**src/rtl/pc_fetch_ctrl.sv**
```systemverilog
// pc_fetch_ctrl: single-outstanding instruction fetch sequencer with redirect, kill and fault.
// Define PC_FETCH_PERF_EN to build the fetch/stall performance counters.
module pc_fetch_ctrl #(
  parameter logic [31:0] RESET_VECTOR = 32'h0000_0000,
  parameter int unsigned PC_STEP      = 4
) (
  input  logic        clk,
  input  logic        rst,
  output logic        imem_req,
  output logic [31:0] imem_addr,
  input  logic        imem_gnt,
  input  logic        imem_rvalid,
  input  logic [31:0] imem_rdata,
  output logic        instr_valid,
  output logic [31:0] instr,
  output logic [31:0] instr_pc,
  input  logic        instr_ready,
  input  logic        redirect_valid,
  input  logic [31:0] redirect_addr,
  input  logic        stall,
  output logic        fetch_fault,
  output logic [31:0] fault_addr,
  output logic [31:0] perf_fetch_cnt,
  output logic [31:0] perf_stall_cnt
);

  typedef enum logic [2:0] {
    S_IDLE,
    S_REQ,
    S_WAIT,
    S_HOLD,
    S_FAULT
  } state_e;

  state_e      state_q, state_d;
  logic [31:0] pc_q, pc_d;
  logic [31:0] instr_q, instr_d;
  logic [31:0] ipc_q, ipc_d;
  logic [31:0] faddr_q, faddr_d;
  logic        fault_q, fault_d;
  logic        kill_q, kill_d;
  logic        req_c;
  logic        redir_bad;
  logic [31:0] seq_pc;

  assign redir_bad = redirect_valid
                   & (redirect_addr[1:0] != 2'b00);
  assign seq_pc    = ipc_q + 32'(PC_STEP);

  always_ff @(posedge clk or negedge rst) begin
    if (!rst) begin
      state_q <= S_IDLE;
      pc_q    <= RESET_VECTOR;
      instr_q <= '0;
      ipc_q   <= '0;
      faddr_q <= '0;
      fault_q <= 1'b0;
      kill_q  <= 1'b0;
    end else begin
      state_q <= state_d;
      pc_q    <= pc_d;
      instr_q <= instr_d;
      ipc_q   <= ipc_d;
      faddr_q <= faddr_d;
      fault_q <= fault_d;
      kill_q  <= kill_d;
    end
  end

  // kill_q marks an in-flight response whose data must be dropped
  always_comb begin
    state_d = state_q;
    pc_d    = pc_q;
    instr_d = instr_q;
    ipc_d   = ipc_q;
    faddr_d = faddr_q;
    fault_d = fault_q;
    kill_d  = kill_q;
    req_c   = 1'b0;
    unique case (state_q)
      S_IDLE: begin
        state_d = S_REQ;
      end
      S_REQ: begin
        req_c = ~stall & ~kill_q & ~redir_bad;
        if (kill_q && imem_rvalid) begin
          kill_d = 1'b0;
        end
        if (redir_bad) begin
          fault_d = 1'b1;
          faddr_d = redirect_addr;
          state_d = S_FAULT;
        end else begin
          if (redirect_valid) begin
            pc_d = redirect_addr;
          end
          if (req_c && imem_gnt) begin
            kill_d  = redirect_valid;
            state_d = S_WAIT;
          end
        end
      end
      S_WAIT: begin
        if (imem_rvalid) begin
          if (kill_q || redirect_valid) begin
            kill_d  = 1'b0;
            state_d = S_REQ;
          end else begin
            instr_d = imem_rdata;
            ipc_d   = pc_q;
            state_d = S_HOLD;
          end
        end
        if (redir_bad) begin
          fault_d = 1'b1;
          faddr_d = redirect_addr;
          kill_d  = ~imem_rvalid;
          state_d = S_FAULT;
        end else if (redirect_valid) begin
          pc_d = redirect_addr;
          if (!imem_rvalid) begin
            kill_d = 1'b1;
          end
        end
      end
      S_HOLD: begin
        if (instr_ready) begin
          if (redir_bad) begin
            fault_d = 1'b1;
            faddr_d = redirect_addr;
            state_d = S_FAULT;
          end else begin
            pc_d    = redirect_valid ? redirect_addr : seq_pc;
            state_d = S_REQ;
          end
        end
      end
      S_FAULT: begin
        if (kill_q && imem_rvalid) begin
          kill_d = 1'b0;
        end
        if (redir_bad) begin
          faddr_d = redirect_addr;
        end else if (redirect_valid) begin
          fault_d = 1'b0;
          pc_d    = redirect_addr;
          state_d = S_REQ;
        end
      end
      default: begin
        state_d = S_IDLE;
      end
    endcase
  end

  assign imem_req    = req_c;
  assign imem_addr   = pc_q;
  assign instr_valid = (state_q == S_HOLD);
  assign instr       = instr_q;
  assign instr_pc    = ipc_q;
  assign fetch_fault = fault_q;
  assign fault_addr  = faddr_q;

`ifdef PC_FETCH_PERF_EN
  logic [31:0] pfetch_q;
  logic [31:0] pstall_q;
  logic        hs;
  logic        stl;

  assign hs  = (state_q == S_HOLD) & instr_ready;
  assign stl = (state_q == S_REQ) & stall;

  always_ff @(posedge clk or negedge rst) begin
    if (!rst) begin
      pfetch_q <= '0;
      pstall_q <= '0;
    end else begin
      if (hs) begin
        pfetch_q <= pfetch_q + 32'd1;
      end
      if (stl) begin
        pstall_q <= pstall_q + 32'd1;
      end
    end
  end

  assign perf_fetch_cnt = pfetch_q;
  assign perf_stall_cnt = pstall_q;
`else
  assign perf_fetch_cnt = '0;
  assign perf_stall_cnt = '0;
`endif

endmodule

```
**config.mk**
```make
export PLATFORM = sky130hd
export DESIGN_NAME = pc_fetch_ctrl
export DESIGN_NICKNAME = d
export VERILOG_FILES = /design/src/rtl/pc_fetch_ctrl.sv
export SDC_FILE = /design/constraint.sdc
export NUM_CORES = 1
export LEC_CHECK = 0
export BUFFER_PORTS_ARGS = -buffer_cell sky130_fd_sc_hd__buf_2
export CAP_MARGIN = 40
export CORE_MARGIN = 2
export CORE_UTILIZATION = 49
export CTS_CLUSTER_DIAMETER = 100
export DETAILED_ROUTE_END_ITERATION = 10
export GPL_ROUTABILITY_DRIVEN = 0
export GPL_TIMING_DRIVEN = 0
export PLACE_DENSITY = 0.87
export SETUP_SLACK_MARGIN = 0.05
export SLEW_MARGIN = 20
export SYNTH_ARGS = -nofsm -noshare
export SYNTH_HDL_FRONTEND = slang
export SYNTH_SLANG_ARGS = --single-unit
export TNS_END_PERCENT = 50
```
**constraint.sdc**
```tcl
create_clock -name clk -period 2.4 [get_ports clk]
set_input_delay 0.12 -clock clk [delete_from_list [all_inputs] [get_ports clk]]
set_output_delay 0.12 -clock clk [all_outputs]
set_load 0.02 [all_outputs]
```
### After elaboration in Yosys (flattened, before gate mapping)

Index checks and enable logic that the tools add are counted.

| operators by class | value |
|---|---|
| multiplexer cells | 34 |
| bitwise gates (word level) | 8 |
| equal/unequal tests | 12 |
| add/sub/neg operators | 1 |
| reductions and logical operators | 15 |

Operator list:

| operator | number |
|---|---|
| two-way mux 32 bit | 7 |
| case mux 32 bit (2 select lines) | 2 |
| adder 32 x 3 -> 32 bit, second input constant | 1 |
| two-way mux 3 bit | 8 |
| case mux 3 bit (5 select lines) | 1 |
| two-way mux 1 bit | 13 |
| AND reduction 5 bit | 2 |
| != test 2 bit, second input constant | 4 |
| == test 3 x 2 -> 1 bit, second input constant | 2 |
| != test 3 bit, second input constant | 2 |
| case mux 1 bit (3 select lines) | 2 |
| nonzero test 3 bit | 2 |
| NOT 1 bit | 5 |
| != test 2 x 1 -> 1 bit, second input constant | 2 |
| AND reduction 4 bit | 1 |
| nonzero test 2 bit | 2 |
| bitwise AND 1 bit | 3 |
| == test 3 x 1 -> 1 bit, second input constant | 1 |
| == test 3 bit, second input constant | 1 |
| logical NOT 3 bit | 1 |
| AND reduction 3 bit | 1 |
| OR reduction 3 bit | 1 |
| logical AND 1 bit | 2 |
| two-way mux 2 bit | 1 |
| other kinds (3) | 3 |

| word-level totals | value |
|---|---|
| bits in registers | 133 |
| word-level logic and storage cells | 77 |
| output and inout bits | 195 |
| input port bits | 71 |

### Depth between registers and ports, before layout

| logic depth | value |
|---|---|
| word-level depth | 8 |
| gate-level depth with buffers | 9 |
| mapped depth without buffers | 6 |

### Least setup slack after synthesis

No wires, ideal clock.

| timing | value |
|---|---|
| path type | flip-flop to flip-flop |
| start | register ipc_q[2] (netlist: instr_pc[2]) |
| end | register pc_q[24] (netlist: imem_addr[24]) |
| stages on the path, launching flop included | 8 |
| arrival time | 2.221 ns |
| setup slack | 0.115 ns |
| buffers on the path | 1 |
| cells stage by stage | dfrtp_1 ha_1 nand4_1 or4_1 buf_2 or3_1 a311oi_1 a21o_1 |

| on the way | value |
|---|---|
| cells in the longest elaborated chain, start to end | 5 |

Ends and longest elaborated chain:

| element | line | text |
|---|---|---|
| start, declared | 38 | `logic [31:0] ipc_q, ipc_d;` |
| start signal, assigned | 63 | `ipc_q <= ipc_d;` |
| adder 32 x 3 -> 32 bit | 48 | `assign seq_pc = ipc_q + 32'(PC_STEP);` |
| two-way mux 32 bit | 133 | `pc_d = redirect_valid ? redirect_addr : seq_pc;` |
| two-way mux 32 bit | 128 | `if (redir_bad) begin` |
| two-way mux 32 bit | 127 | `if (instr_ready) begin` |
| case mux 32 bit (2 select lines) | 80 | `unique case (state_q)` |
| end signal, assigned | 61 | `pc_q <= pc_d;` |
| end, declared | 36 | `logic [31:0] pc_q, pc_d;` |

Every way passes these cells. The select of a mux whose other input is x is not followed.
A chain may end at the register's enable or synchronous reset.

### Worst setup path in the final report

| timing | value |
|---|---|
| start | register ipc_q[13] (netlist: instr_pc[13]) |
| end | register pc_q[24] (netlist: imem_addr[24]) |

Same word-level chain as after synthesis.

==> impl_metrics.ini <==
[sta]
worst_pin_slew_ps = 682
setup_viol = 0
fin_crit_sh_pct = 97.7
final.setup_skew_ps = 14.0
fin_tns_setup_ps = 0
drv_slew = 0
relSlewSlack_pct = 54.4
rsz0062_at_grt = yes
period_needed_ps = 2350
finalHoldViolCount = 0
fmax_mhz = 426

[cts]
clk_latency_ps = 420
clk_pin_slew_ps = 60
cts_buffers = 17
cts_root_buf = clkbuf_16
clockBufferDepth = 2
htreeDepth = 4
cts_tree = built
cts_sinks = 133

[power]
power_density_nw_per_um2 = 1350
irDropWorstVdd_uv = 981
leakagePower_nw = 4.70

[floorplanning]
io_pins = 266
coreArea_um2 = 12700
initial_utilization_pct = 50.4
die_h_um = 118
dieArea_um2 = 14000
die_w_um = 118
core.rowCount = 41

[grt]
grt_start_max_net_pins = 89
grt.met2_usage_pct = 48.8
use_met1_pct = 32.4
met3_usage_pct = 8.06
grt_overflow = 0
gr-max-usage-layer = met2
grt_pass1_vias = 5767
antenna_found_initial = 1
grt_pass1_wl_mm = 30.7
grt_usage_pct = 28.4

[finish]
drive_above_1_share_pct = 46.9
multi_input_area_um2 = 2750
finalCoreUtilization_pct = 73.0
final_common_cell = buf_2
layout_common_cells = buf_2 (205), dfrtp_1 (129), mux2_2 (96)
final_net_count = 972
ff_latch_area_um2 = 3330
n_fill_cell = 877
areaGrowthSynthToFinish_pct = 44.7
final_cells = 1086

[logic_synthesis]
synth_top_cell_by_area = dfrtp_1
yosysUniqueCellTypes = 48
synth_edf_count = 0
synth_area_um2 = 6410
synth_adder_area_share_pct = 0.195
yosysSeqAreaShare_pct = 51.9
synthXorXnorAreaFrac_pct = 3.00
synth_compound_area_share_pct = 7.78
synth_top_family_by_area = multiplexers
yosys_warnings = 0
synthTopCellsByArea = dfrtp_1 (52%), mux2_2 (17%), buf_4 (7.5%)
synth_top_area_share_pct = 51.9
yosys.area_share.simple_pct = 8.64
synthArstFlopShare_pct = 100
dominantRegCellSynth = dfrtp_1
ys_ff_latch = 133
avgSynthCellArea_um2 = 11.7
synthMuxAreaShare_pct = 18.9
syn_inst = 550

[place]
portBuffers = 201
dpl.cell_count = 987
dp_hpwl_mm = 12.4

[detailed_routing]
vias_per_cell = 5.24
firstDrtPassIters = 4
vias = 5687
ant_nets = 0
drt-wirelength-per-cell_um = 18.4
drtIter0Drc = 342
wirelength_mm = 20.0
route.detailed.drc = 0

[setup_path]
cpPeakStageDelay_ps = 550
required_ps = 2760
crit_path_top_delay_cell = or4_1
cp_max_fo = 10
path_class = reg2reg
arrival_ps = 2700
start_kind = flip-flop
cp-end-kind = flip-flop
crit_chain = nand4_1, or4_1, buf_2, or3_1, a311oi_2, a21o_1
crit_buf_inv = 1
critPathTopFamily = simple AND/OR/NAND/NOR gates
r2r_slack_ps = 50

[hold_path]
hold_path_class = in2async

[job]
maxCapViolCount = 0

[status]
status = finished, final reports clean
## sequential cells by signal, summed over array words and instances, names as in the netlist
| register | count |
|---|---|
| fetch_fault | 1 |
| kill_q | 1 |
| instr_pc | 32 |
| imem_addr | 32 |
| instr | 32 |
| state_q | 3 |
| fault_addr | 32 |
## worst reg2reg max path, delay by kind of cell (launching register included)
| family | cells | cell delay [ps] |
|---|---|---|
| simple gates | 3 | 1150 |
| flops | 1 | 510 |
| compound gates | 2 | 400 |
| buf+inv | 1 | 220 |
## timing repair
| action | 4_1_cts | 5_1_grt |
|---|---|---|
| endpoints found under the setup margin | 61 | 114 |
| endpoints found under the hold margin | 118 | 0 |
| buffers inserted | 1 | 0 |
| gates resized for setup | 8 | 22 |
| pin swaps | 1 | 0 |
| hold buffers | 65 | 0 |
## metrics by stage
step           worst slack (ps)  total power, W  cell area [um^2]  hold WS, ps
2_1_floorplan               115         0.00737              6650         -176
3_3_place_gp               -550         0.00905              7870          351
3_5_place_dp               -128         0.00928              7910         33.4
4_1_cts                    13.8          0.0123              9230          122
5_1_grt                    4.51          0.0131              9290          178
6_report                   54.7          0.0125              9290          167
## cell usage after synthesis, types with 5 or more instances
library cell	number
a21oi_1	6
a22oi_1	9
buf_2	10
buf_4	64
clkbuf_1	14
dfrtp_1	133
inv_1	8
mux2_2	96
mux2i_1	13
nand2_1	38
nand3_1	13
nand4_1	5
nor2_1	13
nor3_1	11
nor4_1	7
o21ai_0	32
o22ai_1	5
o31ai_1	6
xnor2_1	16
xor2_1	6
## worst paths after layout
kind,end,startpoint,depth (start not counted)
max in group asynchronous,state_q[2],rst,3
worst max register to register,imem_addr[24],instr_pc[13],6
worst max-delay path,imem_addr[24],instr_pc[13],6
min in group clk,kill_q,stall,4
worst min register to register,imem_addr[24],imem_addr[24],1
worst min-delay path,fault_addr[12],rst,2
## kinds of logic (layout without fill, tap and decap cells)
kind of cell               after synthesis  after routing
buffers and inverters                   96            396
adders and majority gates                1              1
muxes                                  109            109
AOI/OAI and AO/OA                       79             79
and+or+nand+nor                        109            109
other                                    1             65
DFF                                    133            133
xor gates and xnor gates                22             22
## layout make-up
| cell class | count | area share [%] |
|---|---|---|
| antenna | 1 | 0.0270 |
| clock buffer | 21 | 5.07 |
| tap | 172 | 2.32 |
| clock inverter | 11 | 1.87 |
| multi-input combinational | 384 | 29.6 |
| buffer | 87 | 6.50 |
| sequential | 133 | 35.9 |
| timing repair buffer | 269 | 18.4 |
| inverter | 8 | 0.323 |
## per-layer routing
layer  wire, um  share of wire, %  vias up
met5          0                 0        -
met4        816               4.1        0
met3       1550               7.8       59
met2      10200                51      315
met1       7410                37     2778
li1           -                 -     2535
## power by group
group          switching [W]  internal (W)  total (W)
sequential          0.000932       0.00330    0.00423
combinational        0.00330       0.00215    0.00545
clock               0.000992       0.00182    0.00282
Note: power is estimated with default switching activity, not from simulation.
